==> src/rtl/mole_spawner.sv <==
// Picks a hole and visible/gap durations from the LFSR byte, then resolves each mole as hit or miss.
// One cycle latency: all outputs are registered. The rand port is named rnd because rand is a reserved word.
module mole_spawner #(
    parameter int HOLE_W   = 3,
    parameter int CNT_W    = 16,
    parameter int GAP_BASE = 200,
    parameter int GAP_STEP = 20,
    parameter int UP_BASE  = 300,
    parameter int UP_STEP  = 40,
    localparam int N_HOLES = 2 ** HOLE_W
) (
    input  logic               clk,
    input  logic               rst,
    input  logic               en,
    input  logic               tick,
    input  logic [7:0]         rnd,
    input  logic [N_HOLES-1:0] btn,
    output logic [N_HOLES-1:0] mole,
    output logic               hit,
    output logic               miss,
    output logic               active
);

    typedef enum logic [1:0] {IDLE, GAP, UP} state_t;

    state_t             state_q, state_d;
    logic [CNT_W-1:0]   cnt_q, cnt_d;
    logic [HOLE_W-1:0]  prev_q, prev_d;
    logic [HOLE_W-1:0]  hole_q, hole_d;
    logic [N_HOLES-1:0] mole_q, mole_d;
    logic               hit_q, hit_d;
    logic               miss_q, miss_d;
    logic               active_q;

    logic [CNT_W-1:0]   gap_load;
    logic [CNT_W-1:0]   up_load;
    logic [HOLE_W-1:0]  pick;
    logic [HOLE_W-1:0]  spawn_hole;

    assign gap_load = CNT_W'(GAP_BASE) + CNT_W'(rnd[7:4]) * CNT_W'(GAP_STEP);
    assign up_load  = CNT_W'(UP_BASE) + CNT_W'(rnd[7:4]) * CNT_W'(UP_STEP);
    assign pick     = rnd[HOLE_W-1:0];
    // Never show the same hole twice in a row; the increment wraps modulo N_HOLES.
    assign spawn_hole = (pick == prev_q) ? pick + HOLE_W'(1) : pick;

    always_comb begin
        state_d = state_q;
        cnt_d   = cnt_q;
        prev_d  = prev_q;
        hole_d  = hole_q;
        mole_d  = mole_q;
        hit_d   = 1'b0;
        miss_d  = 1'b0;
        if (!en) begin
            state_d = IDLE;
            mole_d  = '0;
        end else begin
            case (state_q)
                IDLE: begin
                    state_d = GAP;
                    cnt_d   = gap_load;
                end
                GAP: begin
                    if (tick) begin
                        if (cnt_q == CNT_W'(1)) begin
                            state_d = UP;
                            hole_d  = spawn_hole;
                            prev_d  = spawn_hole;
                            mole_d  = N_HOLES'(1) << spawn_hole;
                            cnt_d   = up_load;
                        end else begin
                            cnt_d = cnt_q - CNT_W'(1);
                        end
                    end
                end
                UP: begin
                    // A correct press beats an expiring tick in the same cycle.
                    if (btn[hole_q]) begin
                        hit_d   = 1'b1;
                        mole_d  = '0;
                        state_d = GAP;
                        cnt_d   = gap_load;
                    end else if (tick) begin
                        if (cnt_q == CNT_W'(1)) begin
                            miss_d  = 1'b1;
                            mole_d  = '0;
                            state_d = GAP;
                            cnt_d   = gap_load;
                        end else begin
                            cnt_d = cnt_q - CNT_W'(1);
                        end
                    end
                end
                default: begin
                    state_d = IDLE;
                    mole_d  = '0;
                end
            endcase
        end
    end

    always_ff @(posedge clk or posedge rst) begin
        if (rst) begin
            state_q  <= IDLE;
            cnt_q    <= '0;
            prev_q   <= '0;
            hole_q   <= '0;
            mole_q   <= '0;
            hit_q    <= 1'b0;
            miss_q   <= 1'b0;
            active_q <= 1'b0;
        end else begin
            state_q  <= state_d;
            cnt_q    <= cnt_d;
            prev_q   <= prev_d;
            hole_q   <= hole_d;
            mole_q   <= mole_d;
            hit_q    <= hit_d;
            miss_q   <= miss_d;
            active_q <= (state_d != IDLE);
        end
    end

    assign mole   = mole_q;
    assign hit    = hit_q;
    assign miss   = miss_q;
    assign active = active_q;

endmodule

==> config.mk <==
export PLATFORM = sky130hd
export DESIGN_NAME = mole_spawner
export DESIGN_NICKNAME = d
export VERILOG_FILES = /design/src/rtl/mole_spawner.sv
export SDC_FILE = /design/constraint.sdc
export NUM_CORES = 1
export LEC_CHECK = 0
export BUFFER_PORTS_ARGS = -buffer_cell sky130_fd_sc_hd__buf_2
export CAP_MARGIN = 0
export CORE_ASPECT_RATIO = 0.7
export CORE_UTILIZATION = 35
export DETAILED_ROUTE_END_ITERATION = 12
export GPL_ROUTABILITY_DRIVEN = 0
export REMOVE_ABC_BUFFERS = 1
export SLEW_MARGIN = 20
export SYNTH_ARGS = -nofsm -noshare
export SYNTH_HDL_FRONTEND = slang
export SYNTH_SLANG_ARGS = --single-unit
==> constraint.sdc <==
create_clock -name clk -period 3.6 [get_ports clk]
set_input_delay 0.9 -clock clk [delete_from_list [all_inputs] [get_ports clk]]
set_output_delay 0.9 -clock clk [all_outputs]
set_load 0.01 [all_outputs]
==> results of run 1 <==
-- flip-flops by register name, indices dropped and copies added, names as in the netlist --
signal / cells
hole_q: 3
cnt_q: 16
hit: 1
miss: 1
mole: 8
active: 1
state_q: 2
-- cell usage in the layout (no fill, tap or decap), types with 6 or more instances in the layout --
| cell | count |
|---|---|
| sky130_fd_sc_hd__o21ai_0 | 17 |
| sky130_fd_sc_hd__mux2i_1 | 13 |
| sky130_fd_sc_hd__o31ai_1 | 9 |
| sky130_fd_sc_hd__ha_1 | 14 |
| sky130_fd_sc_hd__xor2_1 | 11 |
| sky130_fd_sc_hd__xnor2_1 | 11 |
| sky130_fd_sc_hd__dfrtp_1 | 32 |
| sky130_fd_sc_hd__nand3_1 | 6 |
| sky130_fd_sc_hd__buf_2 | 29 |
| sky130_fd_sc_hd__a21oi_1 | 11 |
| sky130_fd_sc_hd__nor3_1 | 7 |
| sky130_fd_sc_hd__nor2_1 | 13 |
| sky130_fd_sc_hd__nand2_1 | 20 |
| sky130_fd_sc_hd__o211ai_1 | 8 |
| sky130_fd_sc_hd__inv_1 | 16 |
-- layout make-up --
| class | count | area, sq um |
|---|---|---|
| multi-input combinational | 218 | 1622 |
| timing repair buffer | 32 | 167.7 |
| clock buffer | 5 | 68.82 |
| sequential | 32 | 800.8 |
| inverter | 16 | 60.06 |
| fill | 701 | 4089 |
| tap | 94 | 117.6 |
| clock inverter | 3 | 18.77 |
-- routing by layer --
metal  vias to the layer above  global-route usage  share of wire
met5                         -                   0              0
met4                         0             0.04921         0.0086
met3                         9             0.03194          0.055
met2                        46              0.2355           0.42
met1                      1043              0.2552           0.51
li1                       1077                   -              -
-- worst min-delay path, cell delays in order, from the launching register on --
cell                       delay, ns
sky130_fd_sc_hd__dfrtp_1        0.34
sky130_fd_sc_hd__o211ai_1       0.09
sky130_fd_sc_hd__o31ai_1        0.07
-- power groups by stage --
stage	clock network [W]	logic [W]	registers, W
global route	0.000300	0.000349	0.000431
global placement	0	0.000300	0.000430
floorplan	0	0.000226	0.000424
CTS	0.000286	0.000308	0.000424
finish	0.000280	0.000308	0.000424
detailed placement	0	0.000307	0.000430
-- worst max path at each step --
stage / slack [ns] / depth (start not counted) / endpoint / from
after floorplan: 0.69 / 10 / cnt_q[8] / rnd[5]
after global placement: 0.34 / 10 / cnt_q[7] / rnd[5]
after detailed placement: 0.32 / 10 / cnt_q[7] / rnd[5]
after CTS: 0.62 / 10 / cnt_q[7] / rnd[5]
after global routing: 0.44 / 10 / cnt_q[7] / rnd[5]
final: 0.62 / 10 / cnt_q[7] / rnd[5]
-- cells by family after synthesis --
group | share of synthesized area
muxes | 0.07819
and+or+nand+nor | 0.1685
xor gates and xnor gates | 0.07479
DFF | 0.3108
AOI/OAI and AO/OA | 0.2322
adders and majority gates | 0.07577
buffers and inverters | 0.05973
-- per-stage QoR --
stage	util	cells	area, sq um
2_1_floorplan	-	266	2482
3_3_place_gp	0.3986	392	2768
3_5_place_dp	0.3986	392	2768
4_1_cts	0.4112	400	2855
5_1_grt	0.4112	400	2855
6_report	0.4112	400	2855
==> results.txt, run 1 <==
* Kind of capture point of the worst setup path: flip-flop
* Antenna violations before repair: 0
* Number of placed I/O pins: 31
* Number of synthesized flops with an enable pin: 0
- Setup bufs post-CTS: 0
* P&R area growth vs syn: 10.83%
- The clock arrives with 0.008358 ns of skew.
- In this run the remaining antenna-violating nets after routing total 0.
- The first global-routing pass estimated 10.12 mm of wire.
- The initial utilization of the core area, before any placement, comes to 0.3710.
* Net count of the finished layout: 340
* Maximum buffer depth of the clock tree: 2
- Crit path top cell by count: sky130_fd_sc_hd__ha_1
- The number of hold buffers added after CTS was 0.
- Root Buffer Master: sky130_fd_sc_hd__clkbuf_8
- After detailed routing, the average wire length per cell comes to 15.35 microns.
- Of the total power, the share spent switching nets is 0.3604.
- CTS H-tree depth: 2
- By count the netlist is led by 32 x sky130_fd_sc_hd__dfrtp_1, 20 x sky130_fd_sc_hd__nand2_1, 17 x sky130_fd_sc_hd__o21ai_0.
- For this run, the top clock speed supported by timing is 335.5 MHz.
* Power Dens Cells: 354.7 nW/um^2
* Clock slew seen by the registers of the worst setup and hold paths: 0.08 ns
* Placed wire-length estimate after detailed placement: 4.503 mm
- The number of global-route vias before repair was 1987.
* Die footprint: 7713 sq um
* Shortest clock period the worst path allows after layout: 2.980 ns
* Yosys reg bits: 32
* Combined area of all synthesized cells: 2576 sq um
* Highest net fanout along the worst path: 7
- The total count of max-transition violations in the final report came to 0.
- For this run, design rule violations remaining after detail routing come to 0.
- The tool flagged a number of max-cap violations equal to 0.
- On the worst path, the slowest cell contributes a delay of 0.61 ns.
* CTS resizes: 0
- The final layout contains routed wiring with a total length of 6.139 mm.
* Number of buffers created by CTS: 5
- Of the synthesized area, sequential elements account for 0.3108.
- Port Buffer Count: 29
- Among all stages on the critical path, the largest delay is contributed by sky130_fd_sc_hd__fa_1.
* Worst hold path type: flip-flop to flip-flop
- In this run the critical register-to-register path is launched from cnt_q[1].
* Transition at the pin with the smallest max-transition slack: 0.5916 ns
- Fraction of synthesized cell area taken by the top area cell type: 0.3108
* WHS: 0.5316 ns
* Height of the chip: 73.78 microns
- Mapped Cells: 282
- Share of power burned in registers: 0.419
- Of the total power, the clock network draws 0.277.
- Min-delay src: mole[5]
- Leakage: 1.269 nW
- Total of warnings raised by yosys: 0
- Total iterations of the first detailed-routing run: 4
- The biggest area contributor in the post-synthesis netlist is sky130_fd_sc_hd__dfrtp_1.
- Of all flip-flops after synthesis, the portion carrying an async set or reset was 1.000.
* Vias per cell: 5.438
- Total core area: 6944 sq um
- After global routing the overflow that remains totals 0.
- Iteration-0 DRC Markers: 175
* Result of the run: completed
* Number of endpoints with negative hold slack in the final report: 0
* Ratio of final minimum period to clock period: 0.8279
* Endpoint, Worst Hold: mole[5]
- sky130_fd_sc_hd__dfrtp_1 is the most common cell in the netlist.
* Type of the worst setup path: input port to flip-flop
- Source-to-sink clock delay at the later pin of the worst-skew pair: 0.29 ns
* Overall Power: 0.001013 W
- IR analysis of the VDD net gives a maximum drop of 163.2 uV.
- Number of diodes added for antenna fixing: 0
- In this run the critical register-to-register path is captured at mole[7].
- STA classifies the critical path startpoint as an input port.
* Top Family by Delay on Critical Path: adder cells
- Num Clock Sinks: 32
- In this run the core area contains 25 standard-cell rows.
- Leading cell types by total area after synthesis: sky130_fd_sc_hd__dfrtp_1 31%, sky130_fd_sc_hd__ha_1 6.8%, sky130_fd_sc_hd__mux2i_1 5.1%
* Distinct cell type count after synthesis: 61
- Dividing the synthesized area by the synthesized cell count gives 9.136 sq um.
- Count of final setup violators: 0
- Part of the power in combinational logic: 0.304
- Post-route worst setup slack: 0.6197 ns
- Switching power total: 0.0003649 W
- Worst path buffer plus inverter count: 2
- Setup repair after global routing left no endpoint under its margin.
- The worst register-to-register path has a depth of 8.
- Flip-flop cell with the highest count after synthesis: sky130_fd_sc_hd__dfrtp_1
* Data required time of the worst path: 3.78 ns
* Combined global-route utilization of all metal layers: 0.1676
* CP cell instances: buf_2, ha_1, ha_1, inv_1, fa_1, a21boi_0, xor2_1, mux2i_1, a211oi_1, nor2_1
- Power Internal: 0.0006477 W
- Largest net degree at the start of global routing: 33
- Data arrival time at the worst-slack endpoint: 3.16 ns
- After routing, the total negative slack on setup checks comes to 0 ns.
* Total via count after detailed routing: 2175
- In the final layout, the share of cells above drive strength 1 is 0.1961.
* Worst setup timing slack at the placement stage: 0.3162 ns
- Across all register-to-register paths, the minimum setup slack is 0.91 ns.
- Headroom to the max-slew limit: 0.6000
- Cell count of the worst hold path: 2
- TritonCTS built the clock tree.
* Die width: 104.5 microns
Note: power is estimated with default switching activity, not from simulation.
==> run 2, diff against run 1 <==
Settings changed: ABC_AREA from default to 1.
Clock period 3.6 ns to 2.95 ns, I/O delays scaled along.
==> run 2 against run 1 <==
  * Highest routed layer unchanged
  * Power is 41% higher
  * Sequential cell count is the same
  * Final cell count rose by 47%
  * Register-to-register slack lost 0.17 ns
  * Global-route usage rose by 1.1 points
==> results.txt, run 2 <==
* Result of the run: completed (unchanged)
- Non-filler cells in the finished layout: 587 (was 400)
* Transition at the pin with the smallest max-transition slack: 0.7458 ns (was 0.5916 ns)
- Of the available clock period, the critical path in the final layout requires 0.8568.
* Number of endpoints with negative hold slack in the final report: 0 (unchanged)
* Area of combinational cells with multiple inputs: 1812 sq um (was 1622 sq um)
- Leading cell type in the layout, fill and taps excluded: sky130_fd_sc_hd__nand2_1 (was sky130_fd_sc_hd__dfrtp_1)
- Die footprint: 8653 sq um (was 7713 sq um)
* Detailed-route wire length per cell: 12.47 microns (was 15.35 microns)
- CTS H-tree depth: 2 (unchanged)
* Total of warnings raised by yosys: 0 (unchanged)
* Shortest clock period the worst path allows after layout: 2.528 ns
* Top Family by Delay on Critical Path: adder cells (unchanged)
- Cell row count: 27 (was 25)
* TritonCTS clock tree: yes (unchanged)
* Crit path top cell by count: sky130_fd_sc_hd__nand2_1 (was sky130_fd_sc_hd__ha_1)
* Combined global-route utilization of all metal layers: 0.1782 (was 0.1676)
- Mapped Cells: 455 (was 282)
* Number of buffers created by CTS: 5 (unchanged)
- The register ranked first by flip-flop count is cnt_q (unchanged).
- The final design area excluding fillers is 3279 sq um (was 2855 sq um).
- Cells after DPL: 579 (was 392)
- The area growth from synthesis to layout was 13.17% (was 10.83%).
* Leakage: 1.867 nW (was 1.269 nW)
* Power Dens Cells: 436.3 nW/um^2 (was 354.7 nW/um^2)
* Root Buffer Master: sky130_fd_sc_hd__clkbuf_16 (was sky130_fd_sc_hd__clkbuf_8)
- Kind of capture point of the worst setup path: flip-flop (unchanged)
- Worst hold path type: flip-flop to flip-flop (unchanged)
* Total via count after detailed routing: 2793 (was 2175)
- The arrival time at the worst endpoint came to 2.70 ns (was 3.16 ns).
* Total iterations of the first detailed-routing run: 4 (unchanged)
* Distinct cell type count after synthesis: 32 (was 61)
- Count of final setup violators: 0 (unchanged)
* Kind of launch point of the worst setup path: input port (unchanged)
* Total core area: 7939 sq um (was 6944 sq um)
- Iteration-0 DRC Markers: 185 (was 175)
* Source-to-sink clock delay at the later pin of the worst-skew pair: 0.28 ns (was 0.29 ns)
* Reg2reg setup slack: 0.74 ns (was 0.91 ns)
- The prevailing post-synth register cell is sky130_fd_sc_hd__dfrtp_1 (unchanged).
- Placed wire-length estimate after detailed placement: 5.736 mm (was 4.503 mm)
- The accumulated negative setup slack came to 0 ns (unchanged).
* Fraction of layout cells with a size suffix above 1: 0.1358 (was 0.1961)
- Leading cell types by total area after synthesis: sky130_fd_sc_hd__dfrtp_1 28%, sky130_fd_sc_hd__nand2_1 22%, sky130_fd_sc_hd__nand3_1 8.5% (was sky130_fd_sc_hd__dfrtp_1 31%, sky130_fd_sc_hd__ha_1 6.8%, sky130_fd_sc_hd__mux2i_1 5.1%)
- The quantity of I/O buffers inserted on ports was 29 (unchanged).
- The cell type contributing the most total cell area after synthesis is sky130_fd_sc_hd__dfrtp_1 (unchanged).
* Clock slew seen by the registers of the worst setup and hold paths: 0.06 ns (was 0.08 ns)
- Vias per cell: 4.758 (was 5.438)
- Net count of the finished layout: 520 (was 340)
* Highest cell delay on the worst timing path: 0.37 ns (was 0.61 ns)
- The initial standard-cell utilization of the core came to 0.3650 (was 0.3710).
* Number of global-route vias before repair: 2473 (was 1987)
* Slowest library cell on the worst path: sky130_fd_sc_hd__fa_1 (unchanged)
* Most used standard cell by instance count after synthesis: sky130_fd_sc_hd__nand2_1 (was sky130_fd_sc_hd__dfrtp_1)
- The die span in y was 78.13 microns (was 73.78 microns).
* Combined area of all synthesized cells: 2898 sq um (was 2576 sq um)
- The share of flip-flops with an asynchronous set or reset after synthesis was 1.000 (unchanged).
- The setup clock skew after layout is 0.008116 ns (was 0.008358 ns).
- Num Clock Sinks: 32 (unchanged)
- The number of violations of the max-capacitance limit is 0 (unchanged).
- The overflow left after global routing came to 0 (unchanged).
* Number of flip-flops under the largest register name: 16 (unchanged)
- Headroom to the max-slew limit: 0.5022 (was 0.6000)
* Post-synth top cells: 169 x sky130_fd_sc_hd__nand2_1, 60 x sky130_fd_sc_hd__inv_1, 49 x sky130_fd_sc_hd__nand3_1 (was 32 x sky130_fd_sc_hd__dfrtp_1, 20 x sky130_fd_sc_hd__nand2_1, 17 x sky130_fd_sc_hd__o21ai_0)
* Max rail drop VDD: 204.2 uV (was 163.2 uV)
* Maximum buffer depth of the clock tree: 2 (unchanged)
* Highest net fanout along the worst path: 7 (unchanged)
- Final wirelength: 7.318 mm (was 6.139 mm)
- F_max: 395.6 MHz
- Antenna violations before repair: 0 (unchanged)
- Largest net degree at the start of global routing: 20 (was 33)
- Mean area per synthesized cell: 6.369 sq um (was 9.136 sq um)
- The number of flops mapped to enable cells by yosys was 0 (unchanged).
- The total I/O pin count came to 31 (unchanged).
- Fill cells: 836 (was 701)
- Commonest cells after routing, fill and taps aside: 169 x sky130_fd_sc_hd__nand2_1, 60 x sky130_fd_sc_hd__inv_1, 49 x sky130_fd_sc_hd__nand3_1 (was 32 x sky130_fd_sc_hd__dfrtp_1, 29 x sky130_fd_sc_hd__buf_2, 20 x sky130_fd_sc_hd__nand2_1).
- The global-route wire length before repair was 12.31 mm (was 10.12 mm).
- Hold Buf Count CTS: 0 (unchanged)
- The utilization after layout came to 0.4131 (was 0.4112).
- The cell area after placement is 3134 sq um (was 2768 sq um).
* CTS resizes: 0 (unchanged)
- CP cell instances: buf_2, ha_1, ha_1, inv_1, fa_1, xor2_1, inv_1, nand2_1, nand2_1, nand3_1, nand2_1, nand3_1, nand2_1, nand2_1, nand2_1 (was buf_2, ha_1, ha_1, inv_1, fa_1, a21boi_0, xor2_1, mux2i_1, a211oi_1, nor2_1)
- Storage element area: 800.8 sq um (unchanged)
- The part of the Yosys area used for sequential elements was 0.2763 (was 0.3108).
- Worst setup timing slack at the placement stage: 0.1326 ns (was 0.3162 ns)
- Fin. max-slew vios: 0 (unchanged)
- The overall die width came to 110.8 microns (was 104.5 microns).
- Worst path buffer plus inverter count: 3 (was 2)
* Type of the worst setup path: input port to flip-flop (unchanged)
* Data required time of the worst path: 3.12 ns (was 3.78 ns)
- The buffer count from post-CTS setup fixing was 0 (unchanged).
- Fraction of synthesized cell area taken by the top area cell type: 0.2763 (was 0.3108)
- Post-route worst setup slack: 0.4224 ns (was 0.6197 ns)
- The count of unresolved DRC violations after routing is 0 (unchanged).
- The number of synthesized register bits was 32 (unchanged).
* Number of diodes added for antenna fixing: 0 (unchanged)
- Detail Route Antenna Nets: 0 (unchanged)
- Unrepaired setup endpoints after global routing: no (unchanged).
run 2: metrics by stage:
| step | power (W) | hold slack (ns) |
|---|---|---|
| after global routing | 0.001523 | 0.4977 |
| after CTS | 0.001442 | 0.4697 |
| after global placement | 0.0009162 | 0.4481 |
| final | 0.001431 | 0.4640 |
| after floorplan | 0.0008108 | 0.4713 |
| after detailed placement | 0.0009190 | 0.4547 |
run 2: tightest hold or removal path, cell delays in order (launching register included):
cell,delay (ns)
sky130_fd_sc_hd__dfrtp_1,0.33
sky130_fd_sc_hd__nand2_1,0.05
sky130_fd_sc_hd__nand2_1,0.05
run 2: final cells by class:
type,instances,share of cell area
clock buffers,6,0.03930
clock inverters,2,0.004960
inverters,62,0.07173
multi-input cells,353,0.5525
flip-flops and latches,32,0.2442
well taps,101,0.03853
repair buffers,31,0.04884
run 2: logic make-up after synthesis:
family | after synthesis | share of synthesized area
simple gates | 295 | 0.4512
compound gates | 26 | 0.05527
fa+ha+maj | 15 | 0.06736
flops | 32 | 0.2763
xor+xnor | 17 | 0.05138
buf+inv | 70 | 0.09844
run 2: power by group:
group          internal [W]  switching (W)  leakage, nW
logic              0.000140       0.000269         1.37
registers          0.000468      0.0000397        0.427
clock network      0.000314       0.000201       0.0671
total              0.000922       0.000509         1.87
run 2: final timing paths:
check / cells past startpoint / endpoint / from
max in group asynchronous: 3 / state_q[1] / rst
min in group asynchronous: 2 / hit / rst
max reg2reg: 8 / mole[6] / state_q[1]
max: 15 / cnt_q[8] / rnd[5]
min: 2 / mole[5] / mole[5]
min reg2reg: 2 / mole[5] / mole[5]
run 2: per-layer routing:
layer  share of wire  vias to the layer above  track usage
li1                -                     1481            -
met1            0.55                     1240       0.2844
met2            0.38                       70       0.2422
met3           0.068                        2      0.02471
met4          0.0037                        0      0.04800
met5               0                        -            0
==> run 3, diff against run 2 <==
Settings changed: BUFFER_PORTS_ARGS -buffer_cell sky130_fd_sc_hd__buf_2 to -buffer_cell sky130_fd_sc_hd__buf_4.
==> run 3 against run 2 <==
  * Fmax increased by 0.26%
  * Via count increased by 2.9%
  * Power increased by 1.3%
  * Register-to-register slack got worse by 0.05 ns
  * Worst hold slack improved by 0.0076 ns
  * Die area unchanged
  * Non-clock buffer count unchanged
  * First-iteration DRC count decreased by 8.1%
  * Combinational power increased by 3%
  * Clock power increased by 1%
  * Largest power group unchanged
  * Highest routed layer unchanged
==> results.txt, run 3 (synthesis gave the netlist of run 2 again) <==
* Met2 usage: 0.2497 (was 0.2422)
* Power Dens Cells: 432.5 nW/um^2 (was 436.3 nW/um^2)
- The length in cells of the worst reg-to-reg path came to 8 (unchanged).
* Die footprint: 8653 sq um (unchanged)
* Fin. max-slew vios: 0 (unchanged)
- The clock tree from TritonCTS is yes (unchanged).
- Total core area: 7939 sq um (unchanged)
* CP cell instances: buf_4, ha_1, ha_1, inv_1, fa_1, xor2_1, nand2_1, xor2_1, nand3_1, nand2_1, nor2_1, nor2_1 (was buf_2, ha_1, ha_1, inv_1, fa_1, xor2_1, inv_1, nand2_1, nand2_1, nand3_1, nand2_1, nand3_1, nand2_1, nand2_1, nand2_1)
- Number of endpoints with negative hold slack in the final report: 0 (unchanged)
* Ratio of final minimum period to clock period: 0.8546 (was 0.8568)
- Placed wire-length estimate after detailed placement: 5.794 mm (was 5.736 mm)
* Launching point of the worst reg2reg path: state_q[1] (unchanged)
- The most common cell after layout, fill and taps aside is sky130_fd_sc_hd__nand2_1 (unchanged).
* Reg2reg setup slack: 0.69 ns (was 0.74 ns)
- Number of global-route vias before repair: 2581 (was 2473)
- The post-route minimum period came to 2.521 ns (was 2.528 ns).
- F_max: 396.7 MHz (was 395.6 MHz)
- The smallest hold slack came to 0.4716 ns (was 0.4640 ns).
- The total via count in the routed design came to 2874 (was 2793).
- CTS resizes: 0 (unchanged)
* Cells after DPL: 579 (unchanged)
* Detailed-route wire length per cell: 12.75 microns (was 12.47 microns)
- Count of final setup violators: 0 (unchanged)
- The source of the worst hold timing path was mole[4] (was mole[5]).
- The hold buffer count at CTS was 0 (unchanged).
- The global-route wire length before repair is 12.63 mm (was 12.31 mm).
- CTS H-tree depth: 2 (unchanged)
* Clock slew seen by the registers of the worst setup and hold paths: 0.06 ns (about the same)
* Number of buffers created by CTS: 5 (unchanged)
* Final wirelength: 7.484 mm (was 7.318 mm)
- Unrepaired setup endpoints after global routing: no (unchanged)
- The capture instance of the worst register-to-register path was mole[6] (unchanged).
- The buffer count from post-CTS setup fixing is 0 (unchanged).
* Iteration-0 DRC Markers: 170 (was 185)
* Largest net degree at the start of global routing: 17 (was 20)
- Number of diodes added for antenna fixing: 0 (unchanged)
- Leakage: 1.889 nW (was 1.867 nW)
- Num Clock Sinks: 32 (unchanged)
* Data required time of the worst path: 3.12 ns (about the same)
* Kind of launch point of the worst setup path: input port (unchanged)
- Number of flip-flops under the largest register name: 16 (unchanged)
- The met3 global-route usage is 0.02008 (was 0.02471).
- The kind of capture point of the worst setup path is a flip-flop (unchanged).
- The area growth from synthesis to layout came to 15.63% (was 13.17%).
- Commonest cells after routing, fill and taps aside: 169 x sky130_fd_sc_hd__nand2_1, 60 x sky130_fd_sc_hd__inv_1, 49 x sky130_fd_sc_hd__nand3_1 (unchanged).
- Cell count of the worst hold path: 2 (unchanged)
* Combined global-route utilization of all metal layers: 0.1797 (was 0.1782)
- The final-stage net count is 520 (unchanged).
* Headroom to the max-slew limit: 0.5139 (was 0.5022)
* Fraction of layout cells with a size suffix above 1: 0.1379 (was 0.1358)
* Total Neg Setup Slack: 0 ns (unchanged)
- The final cell count without fillers came to 587 (unchanged).
- The residual antenna-violating net count after detailed routing is 0 (unchanged).
- Final Skew: 0.009645 ns (was 0.008116 ns)
* Endpoint, Worst Hold: mole[4] (was mole[5])
* Total iterations of the first detailed-routing run: 5 (was 4)
- Maximum buffer depth of the clock tree: 2 (unchanged)
- Largest register by flop count: cnt_q (unchanged)
* Antenna violations before repair: 0 (unchanged)
- The die span in y came to 78.13 microns (unchanged).
- Die width: 110.8 microns (unchanged)
- Result of the run: completed (unchanged)
* Slowest library cell on the worst path: sky130_fd_sc_hd__fa_1 (unchanged)
- Global-route track usage on met1: 0.2899 (was 0.2844)
- The critical path start-end classification is input port to flip-flop (unchanged).
- The most crowded layer after global routing was met1 (unchanged).
- Source-to-sink clock delay at the later pin of the worst-skew pair: 0.28 ns (about the same)
- Root Buffer Master: sky130_fd_sc_hd__clkbuf_16 (unchanged)
- The number of placement rows came to 27 (unchanged).
* Max rail drop VDD: 286.1 uV (was 204.2 uV)
- The initial standard-cell utilization of the core was 0.3650 (unchanged).
- The arrival time at the worst endpoint was 2.69 ns (was 2.70 ns).
* Highest cell delay on the worst timing path: 0.37 ns (about the same)
* Number of maximum-capacitance violations: 0 (unchanged)
* Number of placed I/O pins: 31 (unchanged)
- The classification of the worst-slack hold path is flip-flop to flip-flop (unchanged).
- Highest net fanout along the worst path: 7 (unchanged)
- Transition at the pin with the smallest max-transition slack: 0.7291 ns (was 0.7458 ns)
* # DRC: 0 (unchanged)
- Port Buffer Count: 29 (unchanged)
- Vias per cell: 4.896 (was 4.758)
- The overflow left after global routing was 0 (unchanged).
-- run 3: power by group --
part | leakage (nW) | switching [W] | internal, W
registers | 0.427 | 0.0000397 | 0.000468
logic | 1.39 | 0.000273 | 0.000149
clock network | 0.0736 | 0.000209 | 0.000311
total | 1.89 | 0.000522 | 0.000927
-- run 3: metal layers --
layer,vias up,share of wire
met5,-,0
li1,1479,-
met3,7,0.073
met1,1287,0.55
met4,0,0.0080
met2,101,0.37
-- run 3: per-stage QoR --
step | total power [W] | setup WS (ns) | cell area [sq um] | utilization
6_report | 0.001449 | 0.4291 | 3351 | 0.4221
5_1_grt | 0.001541 | 0.1833 | 3351 | 0.4221
4_1_cts | 0.001458 | 0.3997 | 3351 | 0.4221
3_5_place_dp | 0.0009287 | 0.09754 | 3207 | 0.4039
3_3_place_gp | 0.0009236 | 0.1462 | 3207 | 0.4039
2_1_floorplan | 0.0008108 | 0.4900 | 2848 | -
-- run 3: worst max-delay path: cells and delay by family --
family	cells	cell delay, ns
XOR/XNOR	2	0.50
adder cells (fa/ha/maj)	3	0.81
buffers and inverters	2	0.19
AND/OR/NAND/NOR	5	0.45
-- run 3: final cells by class --
cell class | instances | area, sq um
multi-input cells | 353 | 1812
fillers | 850 | 4588
clock inverters | 3 | 18.77
well taps | 101 | 126.4
flip-flops and latches | 32 | 800.8
clock buffers | 5 | 125.1
inverters | 62 | 235.2
repair buffers | 31 | 232.7
-- run 3: worst max path at each step --
stage | start | to | slack, ns | cells after the start
global placement | rnd[5] | cnt_q[9] | 0.15 | 12
global route | rnd[5] | cnt_q[9] | 0.18 | 12
detailed placement | rnd[5] | cnt_q[9] | 0.1 | 12
finish | rnd[5] | cnt_q[9] | 0.43 | 12
CTS | rnd[5] | cnt_q[9] | 0.40 | 12
floorplan | rnd[5] | cnt_q[8] | 0.49 | 14
